## src/rtl/fb_arbiter_pkg.sv

```systemverilog
// Shared constants and types for the framebuffer arbiter.
// Geometry follows the 640x480@60 VGA timing with a 4x scaled framebuffer.
package fb_arbiter_pkg;

    localparam int FB_W       = 160;
    localparam int FB_H       = 120;
    localparam int SCALE      = 4;
    localparam int FIFO_DEPTH = 4;
    localparam int H_VISIBLE  = 640;
    localparam int V_VISIBLE  = 480;
    localparam int H_TOTAL    = 800;
    localparam int V_TOTAL    = 525;
    localparam int FB_WORDS   = 19200;

    typedef logic [11:0] pixel_t;

    typedef enum logic {
        IDLE  = 1'b0,
        CLEAR = 1'b1
    } state_e;

    typedef struct packed {
        logic [14:0] addr;
        pixel_t      data;
    } wr_entry_t;

    // Constant multiply built from shifted adds of the set bits of k.
    function automatic logic [14:0] mul_const(input logic [7:0] a, input int k);
        logic [14:0] s;
        s = '0;
        for (int b = 0; b < 15; b++) begin
            if (k[b]) s = s + (15'(a) << b);
        end
        return s;
    endfunction

endpackage

```

## src/rtl/fb_wr_fifo.sv

```systemverilog
// Synchronous FIFO holding pending framebuffer writes.
// Simultaneous push and pop keep the count unchanged.
module fb_wr_fifo #(
    parameter int DEPTH = 4,
    parameter int WIDTH = 27
) (
    input  logic             clk,
    input  logic             reset,
    input  logic             push,
    input  logic             pop,
    input  logic [WIDTH-1:0] din,
    output logic [WIDTH-1:0] dout,
    output logic             full,
    output logic             empty
);

    localparam int AW = (DEPTH > 1) ? $clog2(DEPTH) : 1;
    localparam logic [AW-1:0] LASTP = AW'(DEPTH - 1);
    localparam logic [AW:0]   FULLC = DEPTH[AW:0];

    logic [WIDTH-1:0] mem_q [DEPTH];
    logic [AW-1:0]    wr_ptr_q, wr_ptr_d;
    logic [AW-1:0]    rd_ptr_q, rd_ptr_d;
    logic [AW:0]      count_q, count_d;
    logic             do_push, do_pop;

    assign full    = (count_q == FULLC);
    assign empty   = (count_q == '0);
    assign do_push = push && !full;
    assign do_pop  = pop && !empty;
    assign dout    = mem_q[rd_ptr_q];

    always_comb begin
        wr_ptr_d = wr_ptr_q;
        rd_ptr_d = rd_ptr_q;
        count_d  = count_q;
        if (do_push) wr_ptr_d = (wr_ptr_q == LASTP) ? '0 : wr_ptr_q + 1'b1;
        if (do_pop)  rd_ptr_d = (rd_ptr_q == LASTP) ? '0 : rd_ptr_q + 1'b1;
        if (do_push && !do_pop) count_d = count_q + 1'b1;
        if (!do_push && do_pop) count_d = count_q - 1'b1;
    end

    always_ff @(posedge clk) begin
        if (reset) begin
            wr_ptr_q <= '0;
            rd_ptr_q <= '0;
            count_q  <= '0;
        end else begin
            wr_ptr_q <= wr_ptr_d;
            rd_ptr_q <= rd_ptr_d;
            count_q  <= count_d;
        end
    end

    always_ff @(posedge clk) begin
        if (do_push) mem_q[wr_ptr_q] <= din;
    end

endmodule

```

## src/rtl/fb_arbiter.sv

```systemverilog
// Single-port framebuffer arbiter: video fetch first, then clear, then queued writes.
// Fetches run two pixels ahead so the pixel register lines up with the beam.
module fb_arbiter #(
    parameter int FB_W       = fb_arbiter_pkg::FB_W,
    parameter int FB_H       = fb_arbiter_pkg::FB_H,
    parameter int SCALE      = fb_arbiter_pkg::SCALE,
    parameter int FIFO_DEPTH = fb_arbiter_pkg::FIFO_DEPTH
) (
    input  logic        clk,
    input  logic        reset,
    input  logic [9:0]  x,
    input  logic [9:0]  y,
    input  logic        video_on,
    input  logic        wr_valid,
    input  logic [14:0] wr_addr,
    input  logic [11:0] wr_data,
    output logic        wr_ready,
    input  logic        clr_req,
    input  logic [11:0] clr_color,
    output logic        clr_busy,
    output logic        clr_done,
    output logic        addr_err,
    output logic        mem_en,
    output logic        mem_we,
    output logic [14:0] mem_addr,
    output logic [11:0] mem_wdata,
    input  logic [11:0] mem_rdata,
    output logic [11:0] rgb
);

    import fb_arbiter_pkg::pixel_t;
    import fb_arbiter_pkg::state_e;
    import fb_arbiter_pkg::IDLE;
    import fb_arbiter_pkg::CLEAR;
    import fb_arbiter_pkg::wr_entry_t;
    import fb_arbiter_pkg::mul_const;
    import fb_arbiter_pkg::H_TOTAL;
    import fb_arbiter_pkg::V_TOTAL;

    localparam int SH = $clog2(SCALE);
    localparam logic [10:0] HT    = 11'(H_TOTAL);
    localparam logic [9:0]  VLAST = 10'(V_TOTAL - 1);
    localparam logic [9:0]  HVIS  = 10'(FB_W * SCALE);
    localparam logic [9:0]  VVIS  = 10'(FB_H * SCALE);
    localparam logic [14:0] WORDS = 15'(FB_W * FB_H);
    localparam logic [14:0] LAST  = 15'(FB_W * FB_H - 1);

    state_e      state_q, state_d;
    logic [14:0] cnt_q, cnt_d;
    pixel_t      col_q, col_d;
    pixel_t      pix_q;
    logic        fetch_q;
    logic        err_q, err_d;

    logic [10:0] xs;
    logic        wrap;
    logic [9:0]  nx, ny;
    logic        fetch;
    logic [14:0] fetch_addr;

    assign xs    = {1'b0, x} + 11'd2;
    assign wrap  = (xs >= HT);
    assign nx    = wrap ? 10'(xs - HT) : xs[9:0];
    assign ny    = !wrap ? y : ((y == VLAST) ? 10'd0 : y + 10'd1);
    assign fetch = !reset && (nx < HVIS) && (ny < VVIS) && (nx[SH-1:0] == '0);
    assign fetch_addr = mul_const(8'(ny >> SH), FB_W) + 15'(nx >> SH);

    wr_entry_t head;
    logic      full, empty, push, pop;

    assign wr_ready = !reset && !full;
    assign push     = wr_valid && wr_ready;

    fb_wr_fifo #(
        .DEPTH (FIFO_DEPTH),
        .WIDTH ($bits(wr_entry_t))
    ) u_fifo (
        .clk   (clk),
        .reset (reset),
        .push  (push),
        .pop   (pop),
        .din   ({wr_addr, wr_data}),
        .dout  (head),
        .full  (full),
        .empty (empty)
    );

    always_comb begin
        state_d   = state_q;
        cnt_d     = cnt_q;
        col_d     = col_q;
        err_d     = err_q;
        pop       = 1'b0;
        clr_done  = 1'b0;
        mem_en    = 1'b0;
        mem_we    = 1'b0;
        mem_addr  = '0;
        mem_wdata = '0;
        if (!reset) begin
            if (fetch) begin
                mem_en   = 1'b1;
                mem_addr = fetch_addr;
            end else if (state_q == CLEAR) begin
                mem_en    = 1'b1;
                mem_we    = 1'b1;
                mem_addr  = cnt_q;
                mem_wdata = col_q;
                cnt_d     = cnt_q + 15'd1;
                if (cnt_q == LAST) begin
                    clr_done = 1'b1;
                    state_d  = IDLE;
                end
            end else if (!empty) begin
                pop = 1'b1;
                // Out-of-range entries are dropped rather than stalling the queue.
                if (head.addr < WORDS) begin
                    mem_en    = 1'b1;
                    mem_we    = 1'b1;
                    mem_addr  = head.addr;
                    mem_wdata = head.data;
                end else begin
                    err_d = 1'b1;
                end
            end
            if (state_q == IDLE && clr_req) begin
                state_d = CLEAR;
                cnt_d   = '0;
                col_d   = clr_color;
            end
        end
    end

    always_ff @(posedge clk) begin
        if (reset) begin
            state_q <= IDLE;
            cnt_q   <= '0;
            col_q   <= '0;
            pix_q   <= '0;
            fetch_q <= 1'b0;
            err_q   <= 1'b0;
        end else begin
            state_q <= state_d;
            cnt_q   <= cnt_d;
            col_q   <= col_d;
            fetch_q <= fetch;
            err_q   <= err_d;
            if (fetch_q) pix_q <= mem_rdata;
        end
    end

    assign clr_busy = !reset && (state_q == CLEAR);
    assign addr_err = err_q;
    assign rgb      = video_on ? pix_q : 12'h000;

endmodule

```

## config.mk

```make
export PLATFORM = sky130hd
export DESIGN_NAME = fb_arbiter
export DESIGN_NICKNAME = d
export VERILOG_FILES = /design/src/rtl/fb_arbiter_pkg.sv /design/src/rtl/fb_wr_fifo.sv /design/src/rtl/fb_arbiter.sv
export SDC_FILE = /design/constraint.sdc
export NUM_CORES = 1
export LEC_CHECK = 0
export BUFFER_PORTS_ARGS = -buffer_cell sky130_fd_sc_hd__buf_2
export CAP_MARGIN = 15
export CORE_AREA = 10 10 160 147
export CTS_BUF_LIST = sky130_fd_sc_hd__clkbuf_4 sky130_fd_sc_hd__clkbuf_8
export DETAILED_ROUTE_END_ITERATION = 6
export DIE_AREA = 0 0 170 157
export SYNTH_ARGS = -nofsm -noshare
export SYNTH_HDL_FRONTEND = slang
export SYNTH_SLANG_ARGS = --single-unit
```

## constraint.sdc

```tcl
create_clock -name clk -period 7.5 [get_ports clk]
set_input_delay 0.375 -clock clk [delete_from_list [all_inputs] [get_ports clk]]
set_output_delay 0.375 -clock clk [all_outputs]
set_load 0.005 [all_outputs]
```

==> results_dict.tcl, run 1 <==
set metrics [dict create \
    status "completed" \
    wl_per_cell_microns 17.6 \
    synth_edf_count 108 \
    total_number_of_clock_tree_sinks 159 \
    synth_top_area_share_pct 40.9 \
    synth.yosys.seq_area_share_pct 53.8 \
    highest_attainable_clock_frequency_mhz 181 \
    setup-tns-final_ps 0 \
    vias 5619 \
    count_of_fill_cells_added_during_filler_insertion 1895 \
    post_synth_num_cell_types 65 \
    cellInternalPower_w 0.00143 \
    critical_path.endpoint_type "output pin" \
    final_layout_size_suffix_gt1_share_pct 26.1 \
    finalSetupViolations 0 \
    holdPathStages 1 \
    holdPathEnd "u_fifo.mem_q[3][22]" \
    power.share.clock_pct 33.0 \
    die_height_microns 157 \
    power.switching_fraction_pct 27.9 \
    cts_buffer_depth 2 \
    cts_inserted_buffers 17 \
    cts.hold.buffers_added 0 \
    placed_cells_incl_taps 1034 \
    grt_max_degree 53 \
    grt_pass1_vias 5666 \
    power_frac_seq_pct 50.3 \
    yosysWarnings 0 \
    drt.antenna.violating_nets 0 \
    hp-class "in2reg" \
    core_region_sq_um 20300 \
    async_reset_ff_share_pct 0 \
    antenna_found_initial 3 \
    syn_inst 684 \
    dr.first_iter.drc_count 431 \
    worst-setup-path-type "in2out" \
    maxCapViolations 0 \
    cts.repair_timing.setup_buffer_count 0 \
    crit_required_ps 7120 \
    final.min_clock_period_ps 5520 \
    ios 121 \
    detail_route.wirelength_mm 18.8 \
    tritoncts "built" \
    layout.cells.most_common "sky130_fd_sc_hd__buf_2" \
    power.static_leakage_nw 3.32 \
    r2r_cells 7 \
    port_buffers 120 \
    starting_utilization_of_the_core_area_pct 39.0 \
    worstSetupStartpoint "x[1]" \
    worst-path-max-fanout 10 \
    clock-skew-final_ps 8.35 \
    clkLatencyLatePin_ps 450 \
    vias_per_cell 5.27 \
    multiInputGateArea_sq_um 3420 \
    setup.worst_path.start_class "input pin" \
    hold_start "wr_addr[10]" \
    timing_worst_slew_pin_value_ps 882 \
    clkSlewWorstSetupHoldPaths_ps 90 \
    p_sw_w 0.000553 \
    mappedNetlistArea_sq_um 7930 \
    htreeDepth 4 \
    synthesis.area_per_instance_sq_um 11.6 \
    drtPass1Iterations 5 \
    ir_worst_vdd_uv 131 \
    synth-main-ff-cell "sky130_fd_sc_hd__edfxtp_1" \
    synth_area_leader_cell "sky130_fd_sc_hd__edfxtp_1" \
    instances_no_fill 1067 \
    maxSlewHeadroom_pct 41.1 \
    fp-row-count 50 \
    final_min_period_over_clock_period_pct 73.5 \
    post-route-drc-count 0 \
    grt.overflow.total 0 \
    area.sequential_sq_um 4270 \
    hpwlAfterDp_mm 13.4 \
    die_area_sq_um 26700 \
    globalplace.congestion 0.828 \
    grt_pass1_wl_mm 30.0 \
    layout-area-overhead-vs-synth_pct 15.6 \
    nets 896 \
    regToRegEndpoint "addr_err" \
    die_width_microns 170 \
    final_max_slew_viol_count 0 \
    most-common-layout-cells "120 x sky130_fd_sc_hd__buf_2, 108 x sky130_fd_sc_hd__edfxtp_1, 85 x sky130_fd_sc_hd__nand2_1" \
    combinationalPowerShare_pct 16.7 \
    fin_hold_ws_ps 129 \
    setup.reg_to_reg.worst_slack_ps 4870 \
    cp_data_arrival_time_ps 5140 \
    synthesis.nets 787 \
    grt_usage_pct 14.1 \
    clockRootBuffer "sky130_fd_sc_hd__clkbuf_8" \
    postCtsResizedCells 0 \
    hold_violations 0 \
    synth.top_cells.by_area "sky130_fd_sc_hd__edfxtp_1 41%, sky130_fd_sc_hd__dfxtp_1 13%, sky130_fd_sc_hd__mux4_2 7.7%" \
    setup_repair_after_global_routing_missed_its_margin "no" \
    cellPowerDensity_nw_per_um2 216 \
    synth.ff_latch_count 159 \
]
==> worst max-delay path by stage <==
stage / to / slack (ps) / cells after the start
after floorplan: mem_addr[13] / 2780 / 23
after global placement: mem_addr[12] / 2150 / 22
after detailed placement: mem_addr[12] / 2040 / 22
after CTS: mem_addr[12] / 2000 / 22
after global routing: mem_addr[13] / 1560 / 23
final: mem_addr[13] / 1980 / 24
==> state kept, by name, indices dropped and copies added, names as in the netlist, named ones only <==
name and cells:
u_fifo.wr_ptr_q 2, u_fifo.rd_ptr_q 2, pix_q 12, state_q 1
addr_err 1, cnt_q 15, col_q 12, u_fifo.count_q 3
u_fifo.mem_q 108, fetch_q 1
==> critical path, cell delays in order <==
cell                       delay (ps)
sky130_fd_sc_hd__buf_2            130
sky130_fd_sc_hd__ha_1             310
sky130_fd_sc_hd__nand3_1          130
sky130_fd_sc_hd__xnor2_1          340
sky130_fd_sc_hd__ha_1             250
sky130_fd_sc_hd__o21ai_1          100
sky130_fd_sc_hd__and2_1           240
sky130_fd_sc_hd__nor2_1           520
sky130_fd_sc_hd__nor2_1           110
sky130_fd_sc_hd__xor2_1           230
sky130_fd_sc_hd__inv_1             90
sky130_fd_sc_hd__fa_1             570
sky130_fd_sc_hd__inv_1             60
sky130_fd_sc_hd__ha_1             280
sky130_fd_sc_hd__a21o_1           180
sky130_fd_sc_hd__a21o_1           190
sky130_fd_sc_hd__nand2_1           70
sky130_fd_sc_hd__nand2_1           50
sky130_fd_sc_hd__a21oi_1          200
sky130_fd_sc_hd__o21ai_0          150
sky130_fd_sc_hd__xor2_1           160
sky130_fd_sc_hd__nor2_1            50
sky130_fd_sc_hd__a211oi_1         220
sky130_fd_sc_hd__buf_2            150
==> layer usage <==
metal,track usage (%),vias to the layer above,part of all wire (%)
met4,4.26,2,1.1
met2,23.9,114,50
li1,-,2774,-
met1,17.6,2711,44
met3,3.36,18,5.6
met5,0,-,0.069
==> metrics by stage <==
| stage | util [%] | instance area, sq um | setup WS, ps | power, W |
|---|---|---|---|---|
| after floorplan | - | 7930 | 2780 | 0.00124 |
| after CTS | 45.1 | 9160 | 2000 | 0.00201 |
| final | 45.1 | 9170 | 1980 | 0.00198 |
| after global placement | 43.0 | 8750 | 2150 | 0.00135 |
| after global routing | 45.1 | 9160 | 1560 | 0.00208 |
| after detailed placement | 43.0 | 8750 | 2040 | 0.00135 |
==> logic make-up after synthesis <==
logic type | Yosys count | share of synthesized area [%]
DFF | 159 | 53.8
xor gates and xnor gates | 29 | 3.20
muxes | 40 | 9.33
adders and majority gates | 27 | 4.54
AOI/OAI and AO/OA | 135 | 11.6
buffers and inverters | 58 | 3.12
and+or+nand+nor | 236 | 14.5
==> power groups by stage <==
stage,registers [W],logic (W),clock network (W)
after floorplan,0.00100,0.000236,0
after global placement,0.00102,0.000334,0
after detailed placement,0.00102,0.000335,0
after CTS,0.000998,0.000336,0.000671
after global routing,0.00100,0.000368,0.000711
final,0.000996,0.000331,0.000653
==> final cells by class <==
class / count / area share [%]
Sequential cell: 159 / 46.5
Multi-Input combinational cell: 467 / 37.4
Timing Repair Buffer: 128 / 7.21
Tap cell: 260 / 3.55
Clock buffer: 17 / 2.55
Clock inverter: 15 / 1.94
Inverter: 20 / 0.819
Antenna cell: 1 / 0.0273
==> cells in the mapped netlist, drive strengths merged, types with 5 or more instances <==
library cell	instances
buf	13
a31oi	5
xor2	11
mux2i	12
xnor2	18
nor3b	8
o31ai	8
a21oi	56
mux4	27
inv	20
nor2	46
a211oi	15
nand4	7
o311ai	5
nand2	86
ha	24
nor4	6
and2	19
clkbuf	25
dfxtp	51
nand3	14
nor2b	6
and3	10
nor3	19
o21ai	13
edfxtp	108
nand2b	5
Power figures use the tool's default switching activity.
==> inputs of run 2 (changes only) <==
==> constraint.sdc (replaced) <==
create_clock -name clk -period 4.45 [get_ports clk]
set_input_delay 0.2225 -clock clk [delete_from_list [all_inputs] [get_ports clk]]
set_output_delay 0.2225 -clock clk [all_outputs]
set_load 0.005 [all_outputs]
==> run 2 against run 1 <==
First-iteration DRC count is 15% lower. Cell count grew 10%. Register-to-register slack worse by 3000 ps. Power rose by 74%. Clock-buffer cell count is the same. Worst setup slack got worse by 1800 ps. Global-route usage up 1.1 points. Sequential share of layout area fell by 5.4 points. Combinational power grew 100%. Non-clock buffer count is 110 higher. Cell area up 13%. Largest power group unchanged. Highest routed layer is now met4.
==> results_dict.tcl, run 2 (same netlist as run 1, synthesis figures left out) <==
set metrics [dict create \
    die_height_microns 157 \
    nets 1006 \
    fp-row-count 50 \
    largest_reg_flops 108 \
    most-common-layout-cells "115 x sky130_fd_sc_hd__buf_2, 108 x sky130_fd_sc_hd__edfxtp_1, 84 x sky130_fd_sc_hd__nand2_1" \
    final.min_clock_period_ps 4270 \
    grt_usage_pct 15.3 \
    critical_path.endpoint_type "output pin" \
    crit_required_ps 4230 \
    ir_worst_vdd_uv 216 \
    drt.antenna.violating_nets 0 \
    drtPass1Iterations 5 \
    hold_violations 0 \
    final_max_slew_viol_count 0 \
    post-route-drc-count 0 \
    cts_buffer_depth 2 \
    starting_utilization_of_the_core_area_pct 39.0 \
    port_buffers 120 \
    instances_no_fill 1176 \
    regMostFlops "u_fifo.mem_q" \
    maxSlewHeadroom_pct 48.5 \
    worst-setup-path-type "in2out" \
    antenna_found_initial 0 \
    biggestRegsByFlops "u_fifo.mem_q (108), cnt_q (15)" \
    cp_data_arrival_time_ps 4050 \
    grt_pass1_vias 6215 \
    die_area_sq_um 26700 \
    layout.cells.most_common "sky130_fd_sc_hd__buf_2" \
    htreeDepth 4 \
    finalSetupViolations 0 \
    power.static_leakage_nw 3.90 \
    core_region_sq_um 20300 \
    globalplace.congestion 0.822 \
    grt_max_degree 68 \
    vias 6092 \
    timing_worst_slew_pin_value_ps 773 \
    cellPowerDensity_nw_per_um2 332 \
    cp_common_cell "sky130_fd_sc_hd__buf_4" \
    die_width_microns 170 \
    dr.first_iter.drc_count 366 \
    cts_inserted_buffers 17 \
    tritoncts "built" \
    clock-skew-final_ps 14.5 \
    worst-path-max-fanout 6 \
    clkLatencyLatePin_ps 460 \
    grt.overflow.total 0 \
    clockRootBuffer "sky130_fd_sc_hd__clkbuf_8" \
    status "completed" \
    grt_pass1_wl_mm 32.5 \
    hp-class "in2reg" \
    maxCapViolations 0 \
    ios 121 \
    detail_route.wirelength_mm 20.6 \
    setup_repair_after_global_routing_missed_its_margin "yes" \
    placed_cells_incl_taps 1083 \
    wl_per_cell_microns 17.5 \
    final_layout_size_suffix_gt1_share_pct 32.3 \
    final_min_period_over_clock_period_pct 96.0 \
    antennaDiodeCount 0 \
    cells_along_the_critical_path "buf_4 -> ha_4 -> and2_4 -> a21oi_1 -> o32a_1 -> nor4_4 -> buf_4 -> buf_4 -> buf_4 -> o21ai_1 -> xnor2_1 -> ha_1 -> ha_1 -> nor2b_1 -> o21ai_1 -> a21boi_1 -> o21ai_1 -> nand2b_1 -> buf_4 -> a21o_1 -> a211oi_2 -> a211oi_1 -> buf_2" \
    critPathSlowestCell "sky130_fd_sc_hd__o32a_1" \
    clkSlewWorstSetupHoldPaths_ps 100 \
    layout-area-overhead-vs-synth_pct 30.8 \
    critical-path-max-stage-delay_ps 380 \
    highest_attainable_clock_frequency_mhz 234 \
    setup.worst_path.start_class "input pin" \
    hpwlAfterDp_mm 14.1 \
    vias_per_cell 5.18 \
    total_number_of_clock_tree_sinks 159 \
    final_core_utilization_pct 51.0 \
]
-- run 2: cell count changes in the layout (fill, tap and decap cells not counted), moves of 4 or more --
| cell | delta |
|---|---|
| sky130_fd_sc_hd__o21ai_1 | +4 |
| sky130_fd_sc_hd__buf_2 | -5 |
| sky130_fd_sc_hd__o21ai_0 | -5 |
| sky130_fd_sc_hd__buf_4 | +59 |
| sky130_fd_sc_hd__dlygate4sd3_1 | +51 |
-- run 2: where the power goes --
part | internal (W) | switching, W
Sequential | 0.00164 | 0.0000474
Clock | 0.000470 | 0.000612
Combinational | 0.000337 | 0.000342
-- run 2: final timing paths --
kind                            startpoint            to  slack, ps  cells after the start
worst max register to register     state_q     cnt_q[14]       1870                      8
worst min-delay path               clr_req       state_q         80                      3
worst max-delay path                  x[1]  mem_addr[14]        180                     23
worst min register to register    col_q[3]      col_q[3]        460                      2
-- run 2: area by class of cell --
type,instances,area (sq um)
Fill cell,1794,9960
Sequential cell,159,4270
Multi-Input combinational cell,467,3640
Timing Repair Buffer,238,1660
Tap cell,260,325
Clock buffer,17,234
Clock inverter,15,174
Inverter,20,75.1
-- run 2: worst max-delay path, delay by kind of cell --
family / cells / cell delay [ps]
AND/OR/NAND/NOR: 4 / 740
XOR/XNOR: 1 / 260
buffers and inverters: 6 / 760
adder cells (fa/ha/maj): 3 / 750
AO/OA/AOI/OAI: 9 / 1320
-- run 2: per-stage QoR --
step,hold slack [ps],setup TNS [ps],instance area (sq um),worst slack [ps],power (W)
final,79.9,0,10400,177,0.00345
after floorplan,321,0,7930,39.6,0.00209
after global placement,440,-503,9120,-184,0.00233
after detailed placement,440,-575,9120,-204,0.00233
after CTS,54.5,0,10100,4.39,0.00345
after global routing,95.7,-159,10400,-51.1,0.00362
-- run 2: timing repair --
item	CTS	global route
gates resized for setup	8	55
cloned	0	0
hold buffers	51	0
setup buffers	1	9
hold endpoints to repair	132	0
pin swaps	4	30
endpoints found under the setup margin	4	6
-- run 2: per-layer routing --
metal | vias up | track usage (%) | share of wire [%] | wire (microns)
met3 | 13 | 2.96 | 4.2 | 876
met5 | - | 0 | 0 | 0
li1 | 2990 | - | - | -
met2 | 143 | 26.1 | 50 | 10400
met1 | 2946 | 19.2 | 44 | 9160
met4 | 0 | 4.59 | 1.0 | 206
